**config.mk**
```make
export PLATFORM = sky130hd
export DESIGN_NAME = clock_set_ctrl
export DESIGN_NICKNAME = d
export VERILOG_FILES = /design/src/rtl/clock_set_ctrl.sv
export SDC_FILE = /design/constraint.sdc
export NUM_CORES = 1
export LEC_CHECK = 0
export BUFFER_PORTS_ARGS = -buffer_cell sky130_fd_sc_hd__buf_2
export CORE_AREA = 2 2 39 41
export DETAILED_ROUTE_END_ITERATION = 10
export DIE_AREA = 0 0 41 43
export PLACE_DENSITY = 0.72
export SLEW_MARGIN = 25
export SYNTH_ARGS = -nofsm -noshare
export SYNTH_HDL_FRONTEND = slang
export SYNTH_SLANG_ARGS = --single-unit
```
**constraint.sdc**
```tcl
create_clock -name clk -period 1.74 [get_ports clk]
set_input_delay 0.348 -clock clk [delete_from_list [all_inputs] [get_ports clk]]
set_output_delay 0.348 -clock clk [all_outputs]
set_load 0.02 [all_outputs]
```
**src/rtl/clock_set_ctrl.sv**
```systemverilog
// Mode/sequencing controller for the hour/minute/second counters: run-mode tick carries, set-mode field steering.
// Optional set-mode inactivity timeout is built when CLOCK_CTRL_TIMEOUT_EN is defined.
module clock_set_ctrl #(
   parameter int TIMEOUT_TICKS = 10
) (
   input  logic       clk,
   input  logic       clear,
   input  logic       tick,
   input  logic       mode_btn,
   input  logic       inc_btn,
   input  logic [5:0] sec_digits,
   input  logic [5:0] min_digits,
   output logic       sec_inc,
   output logic       min_inc,
   output logic       hour_inc,
   output logic       sec_clr,
   output logic       keep,
   output logic [1:0] sel,
   output logic       blink
);

   typedef enum logic [1:0] {
      RUN     = 2'd0,
      SET_HR  = 2'd1,
      SET_MIN = 2'd2,
      SET_SEC = 2'd3
   } state_t;

   state_t state;
   state_t state_next;

   logic mode_q;
   logic inc_q;
   logic mode_edge;
   logic inc_edge;

   logic sec_inc_next;
   logic min_inc_next;
   logic hour_inc_next;
   logic sec_clr_next;
   logic keep_next;
   logic blink_next;

`ifdef CLOCK_CTRL_TIMEOUT_EN
   localparam logic [7:0] TIMEOUT_LIMIT = 8'(TIMEOUT_TICKS);
   logic [7:0] idle_ticks;
   logic [7:0] idle_ticks_next;
`else
   logic unused_timeout_cfg;
   assign unused_timeout_cfg = ^TIMEOUT_TICKS;
`endif

   // Edge history resets high so a button held through clear must be released first.
   assign mode_edge = mode_btn & ~mode_q;
   assign inc_edge  = inc_btn & ~inc_q;

   always_comb begin
      state_next    = state;
      sec_inc_next  = 1'b0;
      min_inc_next  = 1'b0;
      hour_inc_next = 1'b0;
      sec_clr_next  = 1'b0;

      case (state)
         RUN: begin
            if (tick) begin
               sec_inc_next  = 1'b1;
               min_inc_next  = (sec_digits == 6'd59);
               hour_inc_next = (sec_digits == 6'd59) && (min_digits == 6'd59);
            end
            if (mode_edge) state_next = SET_HR;
         end
         SET_HR: begin
            hour_inc_next = inc_edge;
            if (mode_edge) state_next = SET_MIN;
         end
         SET_MIN: begin
            min_inc_next = inc_edge;
            if (mode_edge) state_next = SET_SEC;
         end
         SET_SEC: begin
            sec_clr_next = inc_edge;
            if (mode_edge) state_next = RUN;
         end
      endcase

`ifdef CLOCK_CTRL_TIMEOUT_EN
      // Any button edge restarts the idle count; a mode edge also outranks the timeout.
      idle_ticks_next = idle_ticks;
      if (state == RUN) begin
         idle_ticks_next = 8'd0;
      end else if (mode_edge || inc_edge) begin
         idle_ticks_next = 8'd0;
      end else if (tick) begin
         if (idle_ticks + 8'd1 == TIMEOUT_LIMIT) begin
            state_next      = RUN;
            idle_ticks_next = 8'd0;
         end else begin
            idle_ticks_next = idle_ticks + 8'd1;
         end
      end
      if (state_next == RUN) idle_ticks_next = 8'd0;
`endif

      keep_next = (state_next != RUN);

      if (state_next != state) begin
         blink_next = 1'b0;
      end else if (state != RUN && tick) begin
         blink_next = ~blink;
      end else begin
         blink_next = blink;
      end
   end

   always_ff @(posedge clk) begin
      if (clear) begin
         state    <= RUN;
         mode_q   <= 1'b1;
         inc_q    <= 1'b1;
         sec_inc  <= 1'b0;
         min_inc  <= 1'b0;
         hour_inc <= 1'b0;
         sec_clr  <= 1'b0;
         keep     <= 1'b0;
         blink    <= 1'b0;
      end else begin
         state    <= state_next;
         mode_q   <= mode_btn;
         inc_q    <= inc_btn;
         sec_inc  <= sec_inc_next;
         min_inc  <= min_inc_next;
         hour_inc <= hour_inc_next;
         sec_clr  <= sec_clr_next;
         keep     <= keep_next;
         blink    <= blink_next;
      end
   end

`ifdef CLOCK_CTRL_TIMEOUT_EN
   always_ff @(posedge clk) begin
      if (clear) begin
         idle_ticks <= 8'd0;
      end else begin
         idle_ticks <= idle_ticks_next;
      end
   end
`endif

   assign sel = state;

endmodule

```
# Yosys cells after proc, flatten, opt, wreduce, memory -nomap -nowiden
# Cells that the tools add are included.
# totals
out_inout_bits	8
inputBits	17
register_bits	10
wordCells	40
# classes
eq_ne	6
bitwise	7
n_mux	10
reduce_logical	8
# op_table
operator	count
$eq A6 B6 Y1 const B	2
$mux W2	4
$pmux W2 S4	1
$reduce_or A2 Y1	3
$not A1 Y1	5
$eq A2 B2 Y1 const B	2
$pmux W1 S2	2
$reduce_bool A2 Y1	2
$mux W1	3
$and A1 B1 Y1	2
$eq A2 B1 Y1 const B	1
$logic_and A1 B1 Y1	2
$logic_not A2 Y1	1
$ne A2 B2 Y1	1

# Logic depth before layout (Yosys ltp)
# Gate-level depths: netlist of run 1.
# depth
ltp_word	6
depth_mapped	4
ltp_nobuf	3

# Worst setup path after synthesis of run 1
# Ideal clock, no wire load.
# synth_path
path_type	flip-flop to flip-flop
start	reg state[0], in the netlist sel[0]
end	reg hour_inc
required_ns	1.668
setup_ns	0.072
arrival_time_ns	1.179
path_slack_ns	0.489
period_less_slack_ns	1.251
stages_incl_launch_ff	5
n_path_buf	1
cell_sequence	dfxtp_1 buf_6 nand4bb_1 or4_1 a21oi_1
# synth_between
elab_chain_len	2
elab_cells_between_ends	3
cone_classes	eq/ne: 1; mux: 1; reduce/logical: 1
# synth_rtl
item	line	text
start: declaration	29	state_t state;
start signal: assignment	128	state <= state_next;
$eq A2 B1 Y1 / $logic_not A2 Y1 (equally long branches)	64	case (state)
$pmux W1 S2 *	64	
end signal: assignment	133	hour_inc <= hour_inc_next;
end: declaration	15	output logic hour_inc,
# Every way passes the cells marked *; elsewhere a longest branch is shown, timed or not.
# A chain may end at the register's enable or synchronous reset.

# Final worst setup path of run 1
# layout_path
start	reg state[0], in the netlist sel[0]
end	out sel[0]
# layout_rtl
item	line	text
end: declaration	18	output logic [1:0] sel,
# No word-level cell between the ends.

==> metrics.yaml, run 1 <==
grt:
  grt.total_usage: 0.0977
  grt_pass1_wl_um: 1170
  antenna_found_initial: 0
  grt_max_degree: 11
  overflow: 0
  first_global_vias: 293
sta:
  finClkSkew_ns: 0.00481
  post-route-period-util: 0.756
  post-route-min-period_ns: 1.32
  setup_tns_ns: 0
  setup_viol: 0
  hold_viol_final: 0
  slew_violations: 0
  fmax_mhz: 760
  layout_setup_ws_ns: 0.424
  tightest_slew_ns: 0.298
  relSlewSlack: 0.801
  rsz0062_at_grt: "no"
critical_path:
  cp_data_arrival_time_ns: 0.97
  rr_worst_depth: 3
  r2r-end: "hour_inc"
  end_kind: "primary output"
  critical_path.top_delay_family: "flip-flops"
  crit_type: "flop to primary output"
  r2r_slack_ns: 0.54
  slowest_delay_ns: 0.49
  crit_path_start_kind: "flop"
  slowest_stage: "dfxtp_1"
  critPathBufInv: 1
  required_ns: 1.39
  r2r_start: "sel[0]"
  path_max_fanout: 10
  crit_chain: "buf_2"
final_layout:
  drive_above_1_share: 0.469
  syn2layout_area_growth_pct: 34.0
  ff_latch_area_um2: 200
  multi_input_area_um2: 185
  finalNetCount: 83
  fillerInstances: 147
  final_cell_count_no_fill: 80
  n_antenna_cell: 0
clock_tree:
  cts_buffers: 3
  clock-sinks: 10
  post_cts_resized: 0
  clock_path_buffers: 2
  clock_latency_ns: 0.25
  holdBufCountCts: 0
  h-tree-depth: 1
  cts-root-buf: "clkbuf_4"
  clk_pin_slew_worst_paths_ns: 0.06
  cts_tree: "built"
  post_cts_buffers: 0
min_path:
  hp-class: "input pin to flop"
  hold-path-endpoint: "inc_q"
  min_from: "inc_btn"
  whs_path_depth: 2
synth:
  synth_compound_area_frac: 0.0426
  synth_top_family_by_area: "simple AND/OR/NAND/NOR gates"
  netlist_instances: 39
  synth_xor_area_frac: 0.0638
  synth_edf_count: 0
  synth_adder_area_share: 0
  ys_ff_latch: 10
  yosysMostFrequentCell: "dfxtp_1"
  yosys_warnings: 0
  synthMuxAreaShare: 0
  syn_area_um2: 412
  yosys.area.top_type: "dfxtp_1"
  synth_fp_nets: 56
  synth_flop_cell: "dfxtp_1"
  synth.area.top_cells: "dfxtp_1, buf_6, nand3b_1"
  synth_top_area_frac: 0.486
  synth_common_cells: "dfxtp_1, nand3b_1, nor2_1, nor3_1"
  async_reset_ff_frac: 0
  synth-simple-area-share: 0.343
  syn_avg_cell_area_um2: 10.6
  ys_seq_area_frac: 0.486
  ys_types: 20
placed_design:
  hpwl_um: 623
  dp_cells: 77
  gp_congestion: 0.700
  io_buffers: 24
  pre_cts_ws_ns: 0.425
floorplan:
  initial_utilization: 0.297
  boundaryPins: 25
  rows: 14
  die_y_um: 43
  die_area_um2: 1760
  fp.coreArea_um2: 1380
  die_x_um: 41
power:
  p_per_area_nw_per_um2: 809
  ir_drop_v: 0.000249
  p_total_uw: 446
  p_leak_uw: 0.000252
route:
  via_count: 383
  drc_errors: 0
  drtIter0Drc: 7
  via_per_inst: 4.79
  wl_per_cell_um: 9.65
  wl_um: 772
  first_pass_iters: 4
  ant_nets: 0
status:
  outcome: "finished, final reports clean"
flow_run:
  drv_cap: 0
## kinds of logic (layout without fill, tap and decap cells)
logic type,count (synthesis),after routing
simple gates,20,20
flops,10,10
compound gates,3,3
xor+xnor,3,3
buf+inv,3,28
## sequential cells by signal, summed over array words and instances (netlist names)
register / flops
blink: 1
hour_inc: 1
sec_inc: 1
keep: 1
sel: 2
inc_q: 1
min_inc: 1
sec_clr: 1
mode_q: 1
## cell type report
| class | instances | area share |
|---|---|---|
| Multi-Input combinational cell | 26 | 0.336 |
| Sequential cell | 10 | 0.363 |
| Inverter | 1 | 0.00680 |
| Timing Repair Buffer | 24 | 0.218 |
| Tap cell | 16 | 0.0363 |
| Clock buffer | 3 | 0.0408 |
## power by group
group	switching, µW	leakage [µW]	internal, µW
sequential	6.14	0.0000818	238
combinational	25.1	0.000157	28.5
clock	69.6	0.0000138	79.4
## stage by stage
| step | area (µm²) | utilization | hold WS [ns] |
|---|---|---|---|
| 6_report | 552 | 0.399 | 0.314 |
| 5_1_grt | 552 | 0.399 | 0.304 |
| 4_1_cts | 552 | 0.399 | 0.309 |
| 3_5_place_dp | 529 | 0.382 | 0.534 |
| 3_3_place_gp | 529 | 0.382 | 0.532 |
| 2_1_floorplan | 412 | - | 0.455 |
## layout by cell type, fill, tap and decap left out
| cell | count |
|---|---|
| a21oi_1 | 1 |
| nand4b_1 | 1 |
| nor2b_1 | 1 |
| nor4b_1 | 1 |
| nor3b_1 | 1 |
| dfxtp_1 | 10 |
| nor3_1 | 3 |
| xor2_1 | 1 |
| xnor2_1 | 2 |
| or2_2 | 2 |
| buf_2 | 24 |
| o21ai_0 | 1 |
| nand4_2 | 1 |
| and3_1 | 1 |
| nor2_1 | 3 |
| nand4bb_1 | 2 |
| or4_1 | 1 |
| clkbuf_4 | 3 |
| inv_1 | 1 |
| nand3b_1 | 3 |
| o31ai_1 | 1 |
## per-layer routing
| layer | GRT usage | vias up | share of wire |
|---|---|---|---|
| met4 | 0.0800 | 0 | 0.018 |
| met5 | 0 | - | 0 |
| met1 | 0.136 | 178 | 0.41 |
| met3 | 0.0157 | 2 | 0.075 |
| li1 | - | 190 | - |
| met2 | 0.125 | 13 | 0.49 |
## how the worst max path moves through the flow
| stage | endpoint | from | slack [ns] | depth (start not counted) |
|---|---|---|---|---|
| 2_1_floorplan | hour_inc | sel[0] | 0.49 | 4 |
| 3_3_place_gp | hour_inc | sec_digits[2] | 0.43 | 4 |
| 3_5_place_dp | hour_inc | sec_digits[2] | 0.43 | 4 |
| 4_1_cts | sel[0] | sel[0] | 0.41 | 1 |
| 5_1_grt | sel[0] | sel[0] | 0.35 | 1 |
| 6_report | sel[0] | sel[0] | 0.42 | 1 |
(Power assumes the default switching activity.)
==> run 2: changes to the inputs <==
clock period = 1.22 ns   (was 1.74 ns; I/O delays follow)
==> run 2 against run 1 <==
Effect of this change: final cell count increased by 3.8%; utilization increased by 2.4 points; global-route usage increased by 3.1 points; register-to-register slack got worse by 0.40 ns; clock-buffer cell count increased by 1; total power increased by 63%; sequential share of layout area decreased by 1.7 points; design area increased by 6.1%; clock skew decreased by 0.0019 ns; largest power group unchanged; highest routed layer unchanged.
==> metrics.yaml, run 2 (same netlist as run 1, synthesis figures left out) <==
critical_path:
  r2r_start: "sel[0]"
  slowest_delay_ns: 0.32  # -0.17 ns
  crit_chain: "buf_4, buf_4"
  r2r_slack_ns: 0.14  # -0.40 ns
  critPathBufInv: 2  # +1
  required_ns: 0.98  # -0.41 ns
  path_max_fanout: 9  # -1
  end_kind: "primary output"
  worst_path_most_repeated_cell: "buf_4"
  rr_worst_depth: 3  # unchanged
  critical_path.top_delay_family: "flip-flops"
  r2r-end: "hour_inc"
  crit_type: "flop to primary output"
  crit_path_start_kind: "flop"
  slowest_stage: "dfxtp_2"
  cp_data_arrival_time_ns: 0.90  # -0.07 ns
placed_design:
  gp_congestion: 0.692  # -1.2%
  io_buffers: 24  # unchanged
  hpwl_um: 683  # +9.6%
clock_tree:
  post_cts_resized: 0  # unchanged
  h-tree-depth: 1  # unchanged
  clk_pin_slew_worst_paths_ns: 0.06  # about the same
  holdBufCountCts: 0  # unchanged
  cts_tree: "built"
  clock_latency_ns: 0.26  # about the same
  cts-root-buf: "clkbuf_4"
  clock_path_buffers: 2  # unchanged
  post_cts_buffers: 0  # unchanged
  cts_buffers: 3  # unchanged
  clock-sinks: 10  # unchanged
grt:
  antenna_found_initial: 0  # unchanged
  grt.total_usage: 0.129  # +0.0313
  grt_max_degree: 10  # -1
  first_global_vias: 363  # +24%
  grt_pass1_wl_um: 1460  # +25%
  overflow: 0  # unchanged
sta:
  setup_viol: 0  # unchanged
  post-route-min-period_ns: 1.14
  tightest_slew_ns: 0.291  # -0.00668 ns
  rsz0062_at_grt: "no"
  relSlewSlack: 0.806  # +0.00432
  post-route-period-util: 0.936
  hold_viol_final: 0  # unchanged
  slew_violations: 0  # unchanged
  finClkSkew_ns: 0.00291  # -0.00189 ns
  fmax_mhz: 876
power:
  power.internal_uw: 567  # +64%
  seqPwrFrac: 0.473  # -0.073
  power_switching_uw: 161  # +60%
  pwr-share-comb: 0.122  # +0.002
  p_leak_uw: 0.000271  # +7.3%
  p_per_area_nw_per_um2: 1240  # +54%
  ir_drop_v: 0.000725  # +190%
  switching_share: 0.221  # -0.00452
  p_total_uw: 728  # +63%
  pwr-share-clk: 0.405  # +0.071
route:
  via_per_inst: 4.75  # -0.85%
  drc_errors: 0  # unchanged
  drtIter0Drc: 2  # -5
  via_count: 394  # +2.9%
  wl_per_cell_um: 10.4  # +7.9%
  wl_um: 864  # +12%
  first_pass_iters: 4  # unchanged
  ant_nets: 0  # unchanged
final_layout:
  drive_above_1_share: 0.522  # +0.0536
  final_core_util: 0.423  # +0.0244
  finalNetCount: 85  # +2.4%
  layout_common_cells: "buf_2, dfxtp_1"
  multi_input_area_um2: 185  # unchanged
  ff_latch_area_um2: 203  # +1.2%
  n_antenna_cell: 0  # unchanged
  syn2layout_area_growth_pct: 42.2
  largest_reg_flops: 2  # unchanged
  fillerInstances: 150  # +2.0%
  final_common_cell: "buf_2"
floorplan:
  initial_utilization: 0.297  # unchanged
  rows: 14  # unchanged
  die_area_um2: 1760  # unchanged
  fp.coreArea_um2: 1380  # unchanged
  boundaryPins: 25  # unchanged
  die_x_um: 41  # unchanged
  die_y_um: 43  # unchanged
min_path:
  min_from: "mode_btn"
  whs_path_depth: 2  # unchanged
  hold-path-endpoint: "mode_q"
  hp-class: "input pin to flop"
flow_run:
  drv_cap: 0  # unchanged
status:
  outcome: "finished, final reports clean"
==> run 2: how the worst max path moves through the flow <==
stage               endpoint  cells past startpoint  slack (ns)           from
floorplan           hour_inc                      4        0.01         sel[0]
global placement    hour_inc                      4        0.03  sec_digits[2]
detailed placement  hour_inc                      4      -0.006  sec_digits[2]
CTS                   sel[1]                      1        0.01         sel[1]
global route          sel[0]                      2        0.02         sel[0]
finish                sel[0]                      2        0.08         sel[0]
==> run 2: power by group through the flow <==
stage                     combinational, µW  clock [µW]  sequential (µW)
after CTS                              88.6         305              344
after floorplan                        37.2           0              363
after global routing                   99.4         330              346
after detailed placement               88.2           0              352
after global placement                 86.3           0              351
final                                  88.7         295              344
==> run 2: layout make-up <==
| class | count | share of cell area |
|---|---|---|
| timing repair buffer | 26 | 0.235 |
| multi-input combinational | 26 | 0.316 |
| clock buffer | 4 | 0.0620 |
| tap | 16 | 0.0342 |
| inverter | 1 | 0.00641 |
| sequential | 10 | 0.346 |
==> run 2: metrics by stage <==
stage | setup slack [ns] | hold WS (ns) | setup TNS (ns) | instance area, µm² | std cells
final | 0.0780 | 0.192 | 0 | 586 | 83
after global routing | 0.0220 | 0.187 | 0 | 586 | 83
after CTS | 0.0128 | 0.185 | 0 | 582 | 83
after detailed placement | -0.00603 | 0.463 | -0.00603 | 546 | 79
after global placement | 0.0319 | 0.458 | 0 | 546 | 79
after floorplan | 0.0117 | 0.351 | 0 | 413 | 39
==> run 2: metal layers <==
metal / GRT usage / part of all wire
met2: 0.188 / 0.51
met1: 0.143 / 0.40
met5: 0 / 0
met4: 0.0600 / 0.016
met3: 0.0785 / 0.079
==> run 3: changes to the inputs <==
PLACE_DENSITY = 0.62   (was 0.72)
REMOVE_ABC_BUFFERS = 1   (was default)
==> run 3 against run 2 <==
Effect of this change: register-to-register slack hardly changed; hold slack improved by 0.0031 ns; wire length shrank 2.9%; global-route usage decreased by 1.8 points; die area stayed put; clock skew decreased by 0.00097 ns; critical path depth unchanged; maximum frequency down 2.4%; setup slack worse by 0.029 ns; critical path type unchanged; critical endpoint unchanged; largest cell class unchanged; largest power group unchanged.
==> metrics.yaml, run 3 (same netlist as run 1, synthesis figures left out) <==
status:
  outcome: "finished, final reports clean"
route:
  via_count: 370  # -6.1%
  drtIter0Drc: 1  # -1
  drc_errors: 0  # unchanged
  via_per_inst: 4.46  # -6.1%
  wl_um: 839  # -2.9%
  first_pass_iters: 4  # unchanged
  ant_nets: 0  # unchanged
  wl_per_cell_um: 10.1  # -2.9%
power:
  power.internal_uw: 565  # -0.32%
  p_per_area_nw_per_um2: 1230  # -0.79%
  p_leak_uw: 0.000270  # -0.18%
  switching_share: 0.213  # -0.00878
  pwr-share-comb: 0.122  # about the same
  pwr-share-clk: 0.399  # -0.006
  power_switching_uw: 153  # -5.3%
  seqPwrFrac: 0.479  # +0.006
  ir_drop_v: 0.000764  # +5.3%
sta:
  finClkSkew_ns: 0.00195  # -0.000967 ns
  tightest_slew_ns: 0.297  # +0.00627 ns
  setup_tns_ns: 0  # unchanged
  post-route-min-period_ns: 1.17  # +0.0286 ns
  setup_viol: 0  # unchanged
  post-route-period-util: 0.959  # +0.0234
  fmax_mhz: 854  # -2.4%
  relSlewSlack: 0.802  # -0.00419
  rsz0062_at_grt: "no"
  hold_viol_final: 0  # unchanged
  whs_ns: 0.195  # +0.00306 ns
  slew_violations: 0  # unchanged
grt:
  overflow: 0  # unchanged
  antenna_found_initial: 0  # unchanged
  grt_max_degree: 10  # unchanged
  grt_pass1_wl_um: 1260  # -14%
  first_global_vias: 308  # -15%
  grt.total_usage: 0.111  # -0.0184
floorplan:
  rows: 14  # unchanged
  die_y_um: 43  # unchanged
  initial_utilization: 0.297  # unchanged
  die_x_um: 41  # unchanged
  die_area_um2: 1760  # unchanged
  boundaryPins: 25  # unchanged
  fp.coreArea_um2: 1380  # unchanged
final_layout:
  final_common_cell: "buf_2"
  fillerInstances: 148  # -1.3%
  drive_above_1_share: 0.507  # -0.0149
  final_cell_count_no_fill: 83  # unchanged
  finalNetCount: 85  # unchanged
  n_antenna_cell: 0  # unchanged
  layout_common_cells: "buf_2, dfxtp_1"
  syn2layout_area_growth_pct: 41.3
  largest_reg_flops: 2  # unchanged
  final_core_util: 0.420  # -0.00271
critical_path:
  crit_path_start_kind: "flop"
  crit_type: "flop to primary output"
  slowest_delay_ns: 0.33  # about the same
  end_kind: "primary output"
  cp_data_arrival_time_ns: 0.93  # +0.03 ns
  crit_chain: "buf_4, buf_2"
  slowest_stage: "dfxtp_1"
  path_max_fanout: 9  # unchanged
  required_ns: 0.98  # about the same
flow_run:
  drv_cap: 0  # unchanged
placed_design:
  io_buffers: 24  # unchanged
  gp_congestion: 0.704  # +1.7%
  hpwl_um: 659  # -3.5%
  dp_cells: 79  # unchanged
min_path:
  hp-class: "input pin to flop"
clock_tree:
  clk_pin_slew_worst_paths_ns: 0.06  # about the same
  cts-root-buf: "clkbuf_4"
  clock-sinks: 10  # unchanged
  h-tree-depth: 1  # unchanged
  clock_latency_ns: 0.26  # about the same
  cts_tree: "built"
  holdBufCountCts: 0  # unchanged
  clock_path_buffers: 2  # unchanged
  cts_buffers: 3  # unchanged
-- run 3: path summary, 6_finish.rpt --
check	from	end	slack, ns	depth (start not counted)
worst max-delay path	sel[0]	sel[0]	0.05	2
worst min-delay path	mode_btn	mode_q	0.20	2
worst max register to register	sel[0]	hour_inc	0.13	3
worst min register to register	sel[1]	hour_inc	0.50	1
-- run 3: worst max-delay path, delay by kind of cell, from the launching register on --
kind,cells,cell delay [ns]
flops,1,0.33
buf+inv,2,0.33
-- run 3: through the flow --
stage	setup slack (ns)	power, µW	instance area, µm²
6_report	0.0494	718	582
2_1_floorplan	0.00922	389	389
4_1_cts	0.0160	738	581
3_5_place_dp	0.0136	439	544
3_3_place_gp	0.0242	437	544
5_1_grt	0.00449	768	582
-- run 3: cell type report --
| cell class | instances | area [µm²] | area share |
|---|---|---|---|
| Inverter | 1 | 3.75 | 0.00645 |
| Multi-Input combinational cell | 26 | 185 | 0.318 |
| Clock buffer | 4 | 36.3 | 0.0624 |
| Timing Repair Buffer | 26 | 135 | 0.232 |
| Sequential cell | 10 | 201 | 0.346 |
| Tap cell | 16 | 20.0 | 0.0344 |
-- run 3: power groups by stage --
stage | sequential (µW) | combinational [µW] | clock, µW
4_1_cts | 344 | 88.0 | 307
2_1_floorplan | 365 | 24.2 | 0
5_1_grt | 345 | 96.2 | 327
3_5_place_dp | 351 | 87.5 | 0
6_report | 344 | 87.4 | 286
3_3_place_gp | 351 | 86.6 | 0
-- run 3: per-layer routing --
metal  GRT usage  share of wire
met2       0.147           0.42
met4      0.0200              0
met1       0.136           0.48
met5           0              0
met3      0.0942          0.097
-- run 3: repair_timing --
action	CTS	global route
gates resized for setup	0	1
setup endpoints to repair	0	1
buffers inserted	0	0
